==> config.mk <==
export PLATFORM = sky130hd
export DESIGN_NAME = mem_stage_flat
export DESIGN_NICKNAME = d
export VERILOG_FILES = /design/src/rtl/mem_stage_if.sv /design/src/rtl/mem_stage.sv /design/src/flat_wrapper.sv
export SDC_FILE = /design/constraint.sdc
export NUM_CORES = 1
export LEC_CHECK = 0
export ABC_AREA = 1
export BUFFER_PORTS_ARGS = -buffer_cell sky130_fd_sc_hd__buf_2
export CORE_UTILIZATION = 49
export CTS_CLUSTER_SIZE = 20
export DETAILED_ROUTE_END_ITERATION = 6
export PLACE_DENSITY = 0.89
export SLEW_MARGIN = 15
export SYNTH_ARGS = -nofsm -noshare
export SYNTH_HDL_FRONTEND = slang
export SYNTH_SLANG_ARGS = --single-unit
==> constraint.sdc <==
create_clock -name clk -period 2 [get_ports clk]
set_input_delay 0.4 -clock clk [delete_from_list [all_inputs] [get_ports clk]]
set_output_delay 0.4 -clock clk [all_outputs]
set_load 0.03 [all_outputs]
==> src/rtl/mem_stage_if.sv <==
// Data-memory request/acknowledge bus between mem_stage (master) and the data memory (slave).
interface mem_stage_if;
    logic        dmem_req;
    logic        dmem_we;
    logic [15:0] dmem_addr;
    logic [15:0] dmem_wdata;
    logic        dmem_ack;
    logic [15:0] dmem_rdata;

    modport master (
        output dmem_req,
        output dmem_we,
        output dmem_addr,
        output dmem_wdata,
        input  dmem_ack,
        input  dmem_rdata
    );

    modport slave (
        input  dmem_req,
        input  dmem_we,
        input  dmem_addr,
        input  dmem_wdata,
        output dmem_ack,
        output dmem_rdata
    );
endinterface

==> src/rtl/mem_stage.sv <==
// Pipeline memory-access stage: EX/MEM register, data-memory handshake, MEM->WB register.
// Optional access timeout is built in when MEM_TIMEOUT_EN is defined.
module mem_stage #(
    parameter int unsigned TIMEOUT_CYCLES = 15
) (
    input  logic        clk,
    input  logic        rst,

    input  logic        ex_valid,
    input  logic [15:0] ex_alu_result,
    input  logic [15:0] ex_store_data,
    input  logic [2:0]  ex_write_reg_addr,
    input  logic        ex_mem_read,
    input  logic        ex_mem_write,
    input  logic        ex_reg_write,
    input  logic        ex_mem_to_reg,

    output logic        mem_stall,
    mem_stage_if.master dmem,

    output logic [15:0] mem_forward_data,
    output logic        mem_reg_write,
    output logic [2:0]  mem_write_reg_addr,
    output logic        mem_is_load,

    output logic        wb_valid,
    output logic        wb_reg_write,
    output logic [2:0]  wb_write_reg_addr,
    output logic [15:0] wb_data,
    output logic        mem_error
);

    typedef enum logic {
        IDLE,
        BUSY
    } state_t;

    state_t state;
    state_t state_next;

    logic        m_valid;
    logic [15:0] m_alu_result;
    logic [15:0] m_store_data;
    logic [2:0]  m_write_reg_addr;
    logic        m_mem_read;
    logic        m_mem_write;
    logic        m_reg_write;
    logic        m_mem_to_reg;

    logic        m_is_store;
    logic        capture_mem;
    logic        pending;
    logic        ack_done;
    logic        abort;
    logic        req;
    logic        we;

    // Load wins when both read and write are set.
    assign m_is_store  = m_mem_write & ~m_mem_read;
    assign capture_mem = ~mem_stall & ex_valid & (ex_mem_read | ex_mem_write);

`ifdef MEM_TIMEOUT_EN
    localparam int unsigned CNT_RAW = $clog2(TIMEOUT_CYCLES + 1);
    localparam int unsigned CNT_W   = (CNT_RAW < 4) ? 4 : CNT_RAW;

    logic [CNT_W-1:0] wait_cnt;

    // Every state entry happens on a non-stalled edge, so clearing there covers it.
    always_ff @(posedge clk) begin
        if (rst) begin
            wait_cnt <= '0;
        end else if (!mem_stall) begin
            wait_cnt <= '0;
        end else begin
            wait_cnt <= wait_cnt + 1'b1;
        end
    end

    assign abort = (state == BUSY) && (wait_cnt == CNT_W'(TIMEOUT_CYCLES));

    always_ff @(posedge clk) begin
        if (rst) begin
            mem_error <= 1'b0;
        end else if (abort) begin
            mem_error <= 1'b1;
        end
    end
`else
    assign abort     = 1'b0;
    assign mem_error = 1'b0;
`endif

    always_ff @(posedge clk) begin
        if (rst) begin
            state <= IDLE;
        end else begin
            state <= state_next;
        end
    end

    always_comb begin
        state_next = state;
        case (state)
            IDLE: begin
                if (capture_mem) begin
                    state_next = BUSY;
                end
            end
            BUSY: begin
                if (ack_done || abort) begin
                    state_next = capture_mem ? BUSY : IDLE;
                end
            end
            default: state_next = IDLE;
        endcase
    end

    // An aborted access drops its request, so an ack in that cycle is ignored.
    always_comb begin
        pending   = (state == BUSY) && !abort;
        req       = pending;
        we        = pending & m_is_store;
        ack_done  = pending & dmem.dmem_ack;
        mem_stall = pending & ~dmem.dmem_ack;
    end

    assign dmem.dmem_req   = req;
    assign dmem.dmem_we    = we;
    assign dmem.dmem_addr  = m_alu_result;
    assign dmem.dmem_wdata = m_store_data;

    always_ff @(posedge clk) begin
        if (rst) begin
            m_valid          <= 1'b0;
            m_alu_result     <= '0;
            m_store_data     <= '0;
            m_write_reg_addr <= '0;
            m_mem_read       <= 1'b0;
            m_mem_write      <= 1'b0;
            m_reg_write      <= 1'b0;
            m_mem_to_reg     <= 1'b0;
        end else if (!mem_stall) begin
            m_valid          <= ex_valid;
            m_alu_result     <= ex_alu_result;
            m_store_data     <= ex_store_data;
            m_write_reg_addr <= ex_write_reg_addr;
            m_mem_read       <= ex_mem_read;
            m_mem_write      <= ex_mem_write;
            m_reg_write      <= ex_reg_write;
            m_mem_to_reg     <= ex_mem_to_reg;
        end
    end

    assign mem_forward_data   = m_alu_result;
    assign mem_reg_write      = m_valid & m_reg_write;
    assign mem_write_reg_addr = m_write_reg_addr;
    assign mem_is_load        = m_valid & m_mem_read;

    always_ff @(posedge clk) begin
        if (rst) begin
            wb_valid          <= 1'b0;
            wb_reg_write      <= 1'b0;
            wb_write_reg_addr <= '0;
            wb_data           <= '0;
        end else if (!mem_stall) begin
            wb_valid          <= m_valid;
            wb_reg_write      <= m_valid & m_reg_write & ~m_is_store & ~abort;
            wb_write_reg_addr <= m_write_reg_addr;
            if (abort) begin
                wb_data <= '1;
            end else if (m_mem_to_reg) begin
                wb_data <= dmem.dmem_rdata;
            end else begin
                wb_data <= m_alu_result;
            end
        end else begin
            wb_valid     <= 1'b0;
            wb_reg_write <= 1'b0;
        end
    end

endmodule

==> src/flat_wrapper.sv <==
// flat-port wrapper written by rule: the top's interface ports become plain ports
module mem_stage_flat 
#(
    parameter int unsigned TIMEOUT_CYCLES = 15
)
  (clk, rst, ex_valid, ex_alu_result, ex_store_data, ex_write_reg_addr, ex_mem_read, ex_mem_write, ex_reg_write, ex_mem_to_reg, mem_stall, mem_forward_data, mem_reg_write, mem_write_reg_addr, mem_is_load, wb_valid, wb_reg_write, wb_write_reg_addr, wb_data, mem_error, dmem_dmem_req, dmem_dmem_we, dmem_dmem_addr, dmem_dmem_wdata, dmem_dmem_ack, dmem_dmem_rdata);
  mem_stage_if dmem_i ();
  input  logic clk;
  input  logic rst;
  input  logic ex_valid;
  input  logic [15:0] ex_alu_result;
  input  logic [15:0] ex_store_data;
  input  logic [2:0] ex_write_reg_addr;
  input  logic ex_mem_read;
  input  logic ex_mem_write;
  input  logic ex_reg_write;
  input  logic ex_mem_to_reg;
  output logic mem_stall;
  output logic [15:0] mem_forward_data;
  output logic mem_reg_write;
  output logic [2:0] mem_write_reg_addr;
  output logic mem_is_load;
  output logic wb_valid;
  output logic wb_reg_write;
  output logic [2:0] wb_write_reg_addr;
  output logic [15:0] wb_data;
  output logic mem_error;
  output wire logic [$bits(dmem_i.dmem_req)-1:0] dmem_dmem_req;
  output wire logic [$bits(dmem_i.dmem_we)-1:0] dmem_dmem_we;
  output wire logic [$bits(dmem_i.dmem_addr)-1:0] dmem_dmem_addr;
  output wire logic [$bits(dmem_i.dmem_wdata)-1:0] dmem_dmem_wdata;
  input wire logic [$bits(dmem_i.dmem_ack)-1:0] dmem_dmem_ack;
  input wire logic [$bits(dmem_i.dmem_rdata)-1:0] dmem_dmem_rdata;
  assign dmem_dmem_req = dmem_i.dmem_req;
  assign dmem_dmem_we = dmem_i.dmem_we;
  assign dmem_dmem_addr = dmem_i.dmem_addr;
  assign dmem_dmem_wdata = dmem_i.dmem_wdata;
  assign dmem_i.dmem_ack = dmem_dmem_ack;
  assign dmem_i.dmem_rdata = dmem_dmem_rdata;
  mem_stage #(.TIMEOUT_CYCLES(TIMEOUT_CYCLES)) u_core (.clk(clk), .rst(rst), .ex_valid(ex_valid), .ex_alu_result(ex_alu_result), .ex_store_data(ex_store_data), .ex_write_reg_addr(ex_write_reg_addr), .ex_mem_read(ex_mem_read), .ex_mem_write(ex_mem_write), .ex_reg_write(ex_reg_write), .ex_mem_to_reg(ex_mem_to_reg), .mem_stall(mem_stall), .dmem(dmem_i), .mem_forward_data(mem_forward_data), .mem_reg_write(mem_reg_write), .mem_write_reg_addr(mem_write_reg_addr), .mem_is_load(mem_is_load), .wb_valid(wb_valid), .wb_reg_write(wb_reg_write), .wb_write_reg_addr(wb_write_reg_addr), .wb_data(wb_data), .mem_error(mem_error));
endmodule
* After elaboration in Yosys (flattened, before gate mapping)
Index checks and enable logic that the tools add are counted.
Operators by class: reduce and logical (&&, ||, !) cells 1, bitwise logic cells 15, mux-type cells 4
Operators by type and width (count):
- $mux 16 | 1
- $and 1x1->1 | 9
- $not 1->1 | 5
- $mux 1 | 2
- $pmux 1 s2 | 1
- $reduce_or 2->1 | 1
- $or 1x1->1 | 1
Storage, ports and cells: register bits 62, output and inout bits 78, input bits 59

* Depth between registers and ports, before layout
Gate-level depths: netlist of run 1.
depth after elaboration 8, depth in mapped cells 6, mapped depth without buffers 5

* Worst setup path after synthesis of run 1
No wires, ideal clock.
path kind register -> output, start point register u_core.state (netlist: u_core.dmem.dmem_req), end point output dmem_dmem_we, buffers on the path 2, stages on the path, launching flop included 4, path slack -0.031 ns, arrival 1.631 ns, required time 1.600 ns, cell sequence dfxtp_1 -> buf_6 -> buf_2 -> nor3b_1
Between the ends: word-level cells in the longest chain between the ends 1
RTL lines:
- from (decl) | line mem_stage.sv:38 | state_t state;
- from (signal assigned) | line mem_stage.sv:97 | state <= state_next;
- $and 1x1->1 | line mem_stage.sv:122 | we = pending & m_is_store;
- to (decl) | line flat_wrapper.sv:29 | output wire logic [$bits(dmem_i.dmem_we)-1:0] dmem_dmem_we;
Every way passes these cells.

* Worst setup path after layout of run 1
Same ends and word-level chain as after synthesis.

==> results of run 1 <==
## worst max-delay path: stages (launching register included)
cell     delay [ns]
dfxtp_2        0.54
nor3b_2        0.25
buf_2          0.23
## worst paths after layout
path                                    from                                endpoint  slack, ns  depth (start not counted)
max          u_core.dmem.dmem_req$_SDFF_PP0_                            dmem_dmem_we       0.25                          2
min                         ex_store_data[2]  u_core.dmem.dmem_wdata[2]$_SDFFE_PP0N_       0.29                          3
max reg2reg  u_core.dmem.dmem_req$_SDFF_PP0_         u_core.wb_data[12]$_SDFFE_PP0N_       0.68                          4
min reg2reg   u_core.wb_data[9]$_SDFFE_PP0N_          u_core.wb_data[9]$_SDFFE_PP0N_       0.47                          2
## cells by family (layout without fill, tap and decap cells)
kind of cell           Yosys count  after routing  synth area share [%]
AOI/OAI and AO/OA               20             20                  3.97
buffers and inverters           65            183                  13.8
DFF                             62             62                  44.3
other                            1              1                 0.134
and+or+nand+nor                243            243                  37.8
## power by group
part	leakage, nW	switching, W	internal (W)	total, W
Sequential	0.515	0.0000557	0.00132	0.00138
Combinational	1.30	0.000430	0.000205	0.000635
Clock	0.106	0.000455	0.000638	0.00109
Total	1.92	0.000942	0.00217	0.00311
## synth_stat cells
master	count	area (um^2)
a21oi_1	1	5.00
o21ai_0	18	90.1
buf_4	17	128
nor2_1	88	330
nand3b_1	25	188
nand2_4	1	11.3
clkbuf_1	3	11.3
inv_4	1	6.26
dfxtp_1	62	1240
buf_6	8	90.1
buf_2	13	65.1
conb_1	1	3.75
clkbuf_2	1	5.00
nand2_1	94	353
a21oi_4	1	16.3
inv_2	2	7.51
nand3_1	34	170
nor3b_1	1	7.51
inv_1	20	75.1
## layout make-up
type	count	area [um^2]
inverters	23	88.8
clock inverters	4	45.0
clock buffers	12	155
repair buffers	144	743
fillers	509	1960
flip-flops and latches	62	1240
multi-input cells	264	1180
well taps	72	90.1
## metrics by stage
| stage | power, W | setup WS [ns] |
|---|---|---|
| 2_1_floorplan | 0.00188 | 0.268 |
| 4_1_cts | 0.00314 | 0.243 |
| 5_1_grt | 0.00325 | 0.169 |
| 3_5_place_dp | 0.00204 | 0.486 |
| 6_report | 0.00311 | 0.249 |
| 3_3_place_gp | 0.00203 | 0.494 |
## per-layer routing
layer | GRT usage [%] | vias to the layer above | part of all wire (%)
met3 | 5.65 | 8 | 7.1
met1 | 26.5 | 1263 | 44
li1 | - | 1423 | -
met5 | 0 | - | 0
met2 | 39.8 | 107 | 48
met4 | 10.0 | 0 | 1.0
==> key figures, run 1 <==
Status
  • Run status: finished, final reports clean

CTS
  • H-tree depth: 3
  • Clock net sink count: 62
  • CTS root buf: clkbuf_8
  • Post-CTS Resized: 0
  • Number of setup buffers added after CTS: 0
  • Max Buffers Root-to-Sink: 2
  • Hold_buf cts: 0
  • TritonCTS clock tree: built
  • CTS clk-pin slew, worst paths: 0.07 ns
  • Clk_lat worst skew: 0.32 ns
  • Cts bufs inserted: 9

Setup path
  • CP required: 1.60 ns
  • Crit start category: flip-flop
  • CP Max Fanout: 18
  • Worst EP arrival: 1.35 ns
  • Worst Setup End Kind: output pin
  • Critical path class: flip-flop to output pin

Yosys
  • Cells after Synth: 391
  • Syn_area_per_cell: 7.17 um^2
  • Synth Cell Area: 2800 um^2
  • Synth cell types: 19
  • Sequential-to-total area share from yosys stat: 44.3%
  • FF+latch count, synth: 62
  • Yosys Warn Count: 0
  • Syn Nets: 450

Floorplan
  • Core Rows: 27
  • Core ar.: 5510 um^2
  • Die W: 77.6 um
  • Starting Density: 50.9%
  • DIE AREA: 6030 um^2
  • IO Count: 137
  • Die height: 77.6 um

Layout
  • Syn-to-layout area delta: 26.4%
  • Most common cell after layout, fill and taps aside: buf_2
  • Post-layout util: 64.4%
  • Final Non-Filler Cells: 581
  • Final instance area: 3540 um^2
  • Ant diodes: 0
  • Nets: 563
  • Layout cells sized above 1: 32.6%
  • Most frequent cells in the layout: buf_2 (135), nand2_1 (94), nor2_1 (88)

Global routing
  • Largest net degree at the start of global routing: 31
  • Total global routing overflow: 0
  • First-pass GRT wire length: 11000 um
  • Initial antenna violation count: 0
  • Total GRT Usage: 22.9%
  • Vias in the first global route: 2578

Timing
  • Final TNS setup: 0 ns
  • Unrepaired setup endpoints after global routing: no
  • Final min period: 1.75 ns
  • Fmax: 0.571 GHz
  • Slew Viols, Final: 0
  • Period utilization: 87.5%
  • Fin Hold WS: 0.295 ns
  • Worst Skew: 0.00735 ns
  • Final setup violation count: 0
  • Final Hold Fails: 0

Routing
  • Iteration-0 DRC Markers: 132
  • Vias per inst: 4.82
  • Detailed Routing Iterations Pass 1: 4
  • DRT antenna net count: 0
  • Vias: 2801
  • Avg WL per Cell: 11.6 um
  • Routed Wire Length: 6710 um
  • # DRC: 0

Place
  • Placed Cells: 565
  • Routability Congestion: 0.763
  • DP HPWL: 4820 um
  • IO Port Bufs: 135
  • Placed Area: 3340 um^2

Pwr
  • VDD IR max: 0.444 mV
  • LEAKAGE: 1.92 nW
  • PD cells: 877 nW/um^2

Run
  • Max-cap violations: 0

Min path
  • Hold Path Class: input port to flip-flop
Note: power is estimated with default switching activity, not from simulation.
==> inputs of run 2 (changes only) <==
- ABC_AREA: 1 -> not set
- CORE_UTILIZATION: 49 -> 48
- PLACE_DENSITY: 0.89 -> 0.9
==> run 2 against run 1 <==
  * Final area fell by 8.7%
  * Flip-flop and latch count is the same
  * Sequential power hardly changed
  * Combinational power down 14%
  * Wire length is 12% lower
  * Non-clock buffer count shrank 4
  * Highest routed layer unchanged
==> key figures, run 2 <==
Status
  • Run status: finished, final reports clean

CTS
  • H-tree depth: 3 (unchanged)
  • CTS clk-pin slew, worst paths: 0.07 ns (about the same)
  • Number of setup buffers added after CTS: 0 (unchanged)
  • CTS root buf: clkbuf_8
  • Hold_buf cts: 0 (unchanged)
  • Max Buffers Root-to-Sink: 2 (unchanged)
  • Cts bufs inserted: 9 (unchanged)
  • TritonCTS clock tree: built
  • Post-CTS Resized: 0 (unchanged)
  • Clock net sink count: 62 (unchanged)
  • Clk_lat worst skew: 0.32 ns (about the same)

Yosys
  • Top post-synthesis cells by count: nand2_1 (86), dfxtp_1 (62), a21oi_1 (44)
  • Async set-reset flop share out of synthesis: 0% (unchanged)
  • Synth cell types: 19 (unchanged)
  • Area contributors post-synth: dfxtp_1 (49%), nand2_1 (13%), a21oi_1 (8.8%), buf_4 (7.2%), mux2i_1 (6.4%)
  • Yosys top cell area share: 49.4% (+5.1 points)
  • Cells after Synth: 290 (-26%)
  • Area leader, netlist: dfxtp_1
  • Syn_area_per_cell: 8.67 um^2 (+21%)
  • FF+latch count, synth: 62 (unchanged)
  • Sequential-to-total area share from yosys stat: 49.4% (+5.1 points)
  • Synth Cell Area: 2510 um^2 (-10%)
  • EDFF count, synth: 0 (unchanged)
  • Dominant cell by count in the synthesized netlist: nand2_1
  • Yosys Warn Count: 0 (unchanged)
  • Top_reg_cell synth: dfxtp_1
  • Syn Nets: 349 (-22%)

Setup path
  • CP Max Fanout: 25 (+7)
  • Delay of the slowest cell on the worst path: 0.41 ns (-0.13 ns)
  • CP required: 1.60 ns (about the same)
  • Worst Setup End Kind: output pin
  • Critical path cell sequence: nand2b_2 > inv_4 > buf_2
  • Crit start category: flip-flop
  • Critical path class: flip-flop to output pin
  • Cell family with most CP delay: buffers and inverters
  • CP max stage cell: dfxtp_1
  • Critical path buffers and inverters: 2 (+1)
  • Worst EP arrival: 1.33 ns (-0.02 ns)

Layout
  • Most common cell after layout, fill and taps aside: buf_2
  • Ant diodes: 0 (unchanged)
  • # fillers: 408 (-20%)
  • Syn-to-layout area delta: 28.7%
  • Nets: 461 (-18%)
  • Final Non-Filler Cells: 474 (-18%)
  • Layout cells sized above 1: 41.0% (+8.4 points)
  • Most frequent cells in the layout: buf_2 (135), nand2_1 (86), dfxtp_1 (62)
  • Final instance area: 3240 um^2 (-8.7%)
  • Area of the multi-input gates: 987 um^2 (-16%)
  • Register area: 1240 um^2 (-0.10%)

Place
  • Routability Congestion: 0.714 (-6.5%)
  • Dpl ws: 0.321 ns (-0.166 ns)
  • Placed Area: 3040 um^2 (-9.2%)
  • DP HPWL: 4110 um (-15%)
  • Placed Cells: 458 (-19%)
  • IO Port Bufs: 135 (unchanged)

Floorplan
  • Die W: 74.4 um (-4.2%)
  • Core ar.: 4880 um^2 (-11%)
  • Starting Density: 51.5% (+0.62 points)
  • IO Count: 137 (unchanged)
  • DIE AREA: 5530 um^2 (-8.2%)
  • Core Rows: 25 (-7.4%)
  • Die height: 74.4 um (-4.2%)

Global routing
  • Initial antenna violation count: 0 (unchanged)
  • Total global routing overflow: 0 (unchanged)
  • Total GRT Usage: 21.2% (-1.7 points)
  • Largest net degree at the start of global routing: 77 (+150%)
  • First-pass GRT wire length: 8930 um (-19%)
  • Vias in the first global route: 2052 (-20%)

Routing
  • Iteration-0 DRC Markers: 56 (-58%)
  • Routed Wire Length: 5930 um (-12%)
  • Vias per inst: 4.88 (+1.2%)
  • # DRC: 0 (unchanged)
  • Vias: 2313 (-17%)
  • Detailed Routing Iterations Pass 1: 4 (unchanged)
  • DRT antenna net count: 0 (unchanged)
  • Avg WL per Cell: 12.5 um (+8.3%)

Timing
  • Headroom to the max-slew limit: 49.1%
  • Unrepaired setup endpoints after global routing: no
  • Slew Viols, Final: 0 (unchanged)
  • Worst Skew: 0.00801 ns (+0.000659 ns)
  • Final setup violation count: 0 (unchanged)
  • Final TNS setup: 0 ns (unchanged)
  • Period utilization: 86.3% (-1.2 points)
  • Fmax: 0.579 GHz (+1.4%)
  • Final min period: 1.73 ns (-0.0249 ns)
  • Worst-Margin Slew: 0.764 ns
  • Setup ws final: 0.274 ns (+0.0249 ns)
  • Final Hold Fails: 0 (unchanged)

Pwr
  • VDD IR max: 0.431 mV (-2.9%)
  • LEAKAGE: 1.66 nW (-14%)
  • PD cells: 929 nW/um^2 (+5.9%)

Min path
  • Hold Path Class: input port to flip-flop

Run
  • Max-cap violations: 0 (unchanged)
==> run 2: cell count changes in the layout (fill, tap and decap cells not counted), sizes merged, moves of 4 or more <==
cell,before,now
inv,23,2
nand3,34,0
o21ai,18,1
nand2,95,86
a211oi,0,16
nor2,88,17
a21oi,2,44
mux2i,0,16
nand3b,25,0
buf,144,140
==> run 2: tightest hold or removal path, stage by stage <==
cell and delay, ns:
buf_2 0.09, nand2_1 0.04, a21oi_1 0.05
==> run 2: layout make-up <==
class,count,share of cell area (%)
Tap cell,67,2.59
Multi-Input combinational cell,187,30.5
Sequential cell,62,38.4
Inverter,2,0.309
Timing Repair Buffer,140,22.0
Clock inverter,4,1.39
Clock buffer,12,4.80
==> run 2: power by group <==
part	switching (W)	internal (W)	total (W)
Sequential	0.0000523	0.00132	0.00137
Combinational	0.000363	0.000180	0.000543
Clock	0.000454	0.000638	0.00109
==> run 2: metrics by stage <==
| step | hold WS [ns] | util (%) | power [W] |
|---|---|---|---|
| final | 0.313 | 66.3 | 0.00300 |
| after CTS | 0.299 | 66.3 | 0.00303 |
| after detailed placement | 0.441 | 62.2 | 0.00194 |
| after global placement | 0.436 | 62.2 | 0.00193 |
| after global routing | 0.312 | 66.3 | 0.00314 |
| after floorplan | 0.432 | - | 0.00180 |
==> run 2: path summary, 6_finish.rpt <==
path                                                        startpoint                                      to  slack [ns]  cells past startpoint
worst min-delay path                                  ex_store_data[2]  u_core.dmem.dmem_wdata[2]$_SDFFE_PP0N_        0.31                      3
worst max register to register         u_core.dmem.dmem_req$_SDFF_PP0_         u_core.wb_data[13]$_SDFFE_PP0N_        0.46                      4
worst max-delay path                   u_core.dmem.dmem_req$_SDFF_PP0_                               mem_stall        0.27                      3
worst min register to register  u_core.dmem.dmem_wdata[1]$_SDFFE_PP0N_  u_core.dmem.dmem_wdata[1]$_SDFFE_PP0N_        0.45                      2
==> run 2: routing by layer <==
| metal | track usage [%] | routed length (um) |
|---|---|---|
| met5 | 0 | 0 |
| met4 | 10.5 | 59 |
| met3 | 3.79 | 259 |
| met2 | 35.4 | 3010 |
| met1 | 26.3 | 2600 |
==> run 2: logic make-up after synthesis <==
kind of cell,Yosys count,synth area share (%)
DFF,62,49.4
buffers and inverters,41,11.5
muxes,16,6.37
other,1,0.149
and+or+nand+nor,109,17.1
AOI/OAI and AO/OA,61,15.5
==> inputs of run 3 (changes only) <==
- CORE_UTILIZATION: 48 -> 44
- PLACE_DENSITY: 0.9 -> 0.84
- clock period: 2 -> 1.7 ns (I/O delays scaled with it)
==> run 3 against run 2 <==
  * Non-clock buffer count up 2
  * Utilization shrank 7.4 points
  * First-iteration DRC count grew 39%
  * Via count shrank 1.4%
  * Total power rose by 13%
  * Critical path type unchanged
  * Critical endpoint unchanged
==> key figures, run 3 (synthesized netlist as in run 2, its figures left out) <==
Routing
  • Vias per inst: 4.76 (-2.4%)
  • Vias: 2281 (-1.4%)
  • # DRC: 0 (unchanged)
  • DRT antenna net count: 0 (unchanged)
  • Detailed Routing Iterations Pass 1: 4 (unchanged)
  • Avg WL per Cell: 11.5 um (-8.3%)
  • Iteration-0 DRC Markers: 78 (+39%)
  • Routed Wire Length: 5490 um (-7.3%)

CTS
  • Cts bufs inserted: 9 (unchanged)
  • H-tree depth: 3 (unchanged)
  • Clock net sink count: 62 (unchanged)
  • Clk_lat worst skew: 0.31 ns (about the same)
  • Max Buffers Root-to-Sink: 2 (unchanged)
  • CTS root buf: clkbuf_8
  • Hold_buf cts: 0 (unchanged)
  • Post-CTS Resized: 0 (unchanged)
  • CTS clk-pin slew, worst paths: 0.06 ns (about the same)
  • Number of setup buffers added after CTS: 0 (unchanged)
  • TritonCTS clock tree: built

Setup path
  • Worst EP arrival: 1.21 ns (-0.12 ns)
  • Worst Setup End Kind: output pin
  • CP required: 1.36 ns (-0.24 ns)
  • Crit start category: flip-flop
  • CP Max Fanout: 17 (-32%)
  • Critical path class: flip-flop to output pin

Place
  • Routability Congestion: 0.737 (+3.3%)
  • Placed Cells: 465 (+1.5%)
  • IO Port Bufs: 135 (unchanged)
  • DP HPWL: 3920 um (-4.6%)

Run
  • Max-cap violations: 0 (unchanged)

Global routing
  • Vias in the first global route: 2155 (+5.0%)
  • Total global routing overflow: 0 (unchanged)
  • First-pass GRT wire length: 8840 um (-1.0%)
  • Largest net degree at the start of global routing: 77 (unchanged)
  • Total GRT Usage: 18.3% (-2.9 points)
  • Initial antenna violation count: 0 (unchanged)

Layout
  • Syn-to-layout area delta: 29.0%
  • Most frequent cells in the layout: buf_2 (135), nand2_1 (86), dfxtp_1 (62)
  • Most common cell after layout, fill and taps aside: buf_2
  • # fillers: 501 (+23%)
  • Ant diodes: 0 (unchanged)
  • Final Non-Filler Cells: 479 (+1.1%)
  • Layout cells sized above 1: 41.0% (unchanged)
  • Nets: 463 (+0.43%)

Status
  • Run status: finished, final reports clean

Min path
  • Hold Path Class: input port to flip-flop

Floorplan
  • IO Count: 137 (unchanged)
  • Starting Density: 45.7% (-5.9 points)
  • DIE AREA: 6020 um^2 (+8.8%)
  • Die height: 77.6 um (+4.3%)
  • Core Rows: 27 (+8.0%)
  • Core ar.: 5510 um^2 (+13%)
  • Die W: 77.6 um (+4.3%)

Timing
  • Final min period: 1.55 ns
  • Fmax: 0.646 GHz
  • Final setup violation count: 0 (unchanged)
  • Period utilization: 91.1%
  • Slew Viols, Final: 0 (unchanged)
  • Final Hold Fails: 0 (unchanged)
  • Worst Skew: 0.00594 ns (-0.00207 ns)
  • Final TNS setup: 0 ns (unchanged)
  • Unrepaired setup endpoints after global routing: no

Pwr
  • PD cells: 1040 nW/um^2 (+12%)
  • Total Power: 0.00338 W (+13%)
  • LEAKAGE: 1.66 nW (+0.11%)
  • VDD IR max: 0.694 mV (+61%)
## run 3: cell count changes in the layout (fill, tap and decap cells not counted)
| cell | change |
|---|---|
| buf_12 | +1 |
| clkbuf_8 | +1 |
| buf_4 | +1 |
| clkinv_2 | -2 |
| bufinv_16 | -1 |
## run 3: layout make-up
cell class | instances | area (um^2) | area share [%]
well taps | 72 | 90.1 | 2.78
multi-input cells | 187 | 987 | 30.4
clock inverters | 1 | 5.00 | 0.154
repair buffers | 142 | 741 | 22.8
clock buffers | 13 | 169 | 5.21
flip-flops and latches | 62 | 1240 | 38.3
inverters | 2 | 10.0 | 0.309
## run 3: worst paths after layout
check / slack [ns] / end / cells past startpoint / startpoint
max: 0.15 / mem_stall / 3 / u_core.dmem.dmem_req$_SDFF_PP0_
min: 0.26 / u_core.dmem.dmem_wdata[9]$_SDFFE_PP0N_ / 3 / ex_store_data[9]
max reg2reg: 0.50 / u_core.dmem.dmem_addr[3]$_SDFFE_PP0N_ / 5 / u_core.dmem.dmem_req$_SDFF_PP0_
min reg2reg: 0.45 / u_core.dmem.dmem_wdata[7]$_SDFFE_PP0N_ / 2 / u_core.dmem.dmem_wdata[7]$_SDFFE_PP0N_
## run 3: critical path, stage by stage (launching register included)
cell      delay [ns]
dfxtp_1         0.36
nand2b_2        0.11
inv_4           0.18
buf_2           0.24
## run 3: layer usage
| metal | part of all wire (%) | vias up | global-route usage [%] |
|---|---|---|---|
| li1 | - | 1157 | - |
| met1 | 45 | 1037 | 20.0 |
| met2 | 49 | 82 | 32.7 |
| met3 | 5.4 | 5 | 4.24 |
| met4 | 0.86 | 0 | 10.0 |
| met5 | 0 | - | 0 |
## run 3: metrics by stage
step | utilization (%) | area, um^2 | setup slack, ns | hold WS, ns
after CTS | 58.9 | 3240 | 0.122 | 0.246
after global routing | 58.9 | 3240 | 0.0690 | 0.253
final | 58.9 | 3240 | 0.152 | 0.262
after floorplan | - | 2510 | 0.345 | 0.432
after global placement | 55.7 | 3070 | 0.291 | 0.435
after detailed placement | 55.7 | 3070 | 0.290 | 0.444
## run 3: report_power, final
part           switching (W)  internal [W]
registers          0.0000593       0.00155
logic               0.000426      0.000217
clock network       0.000499      0.000631
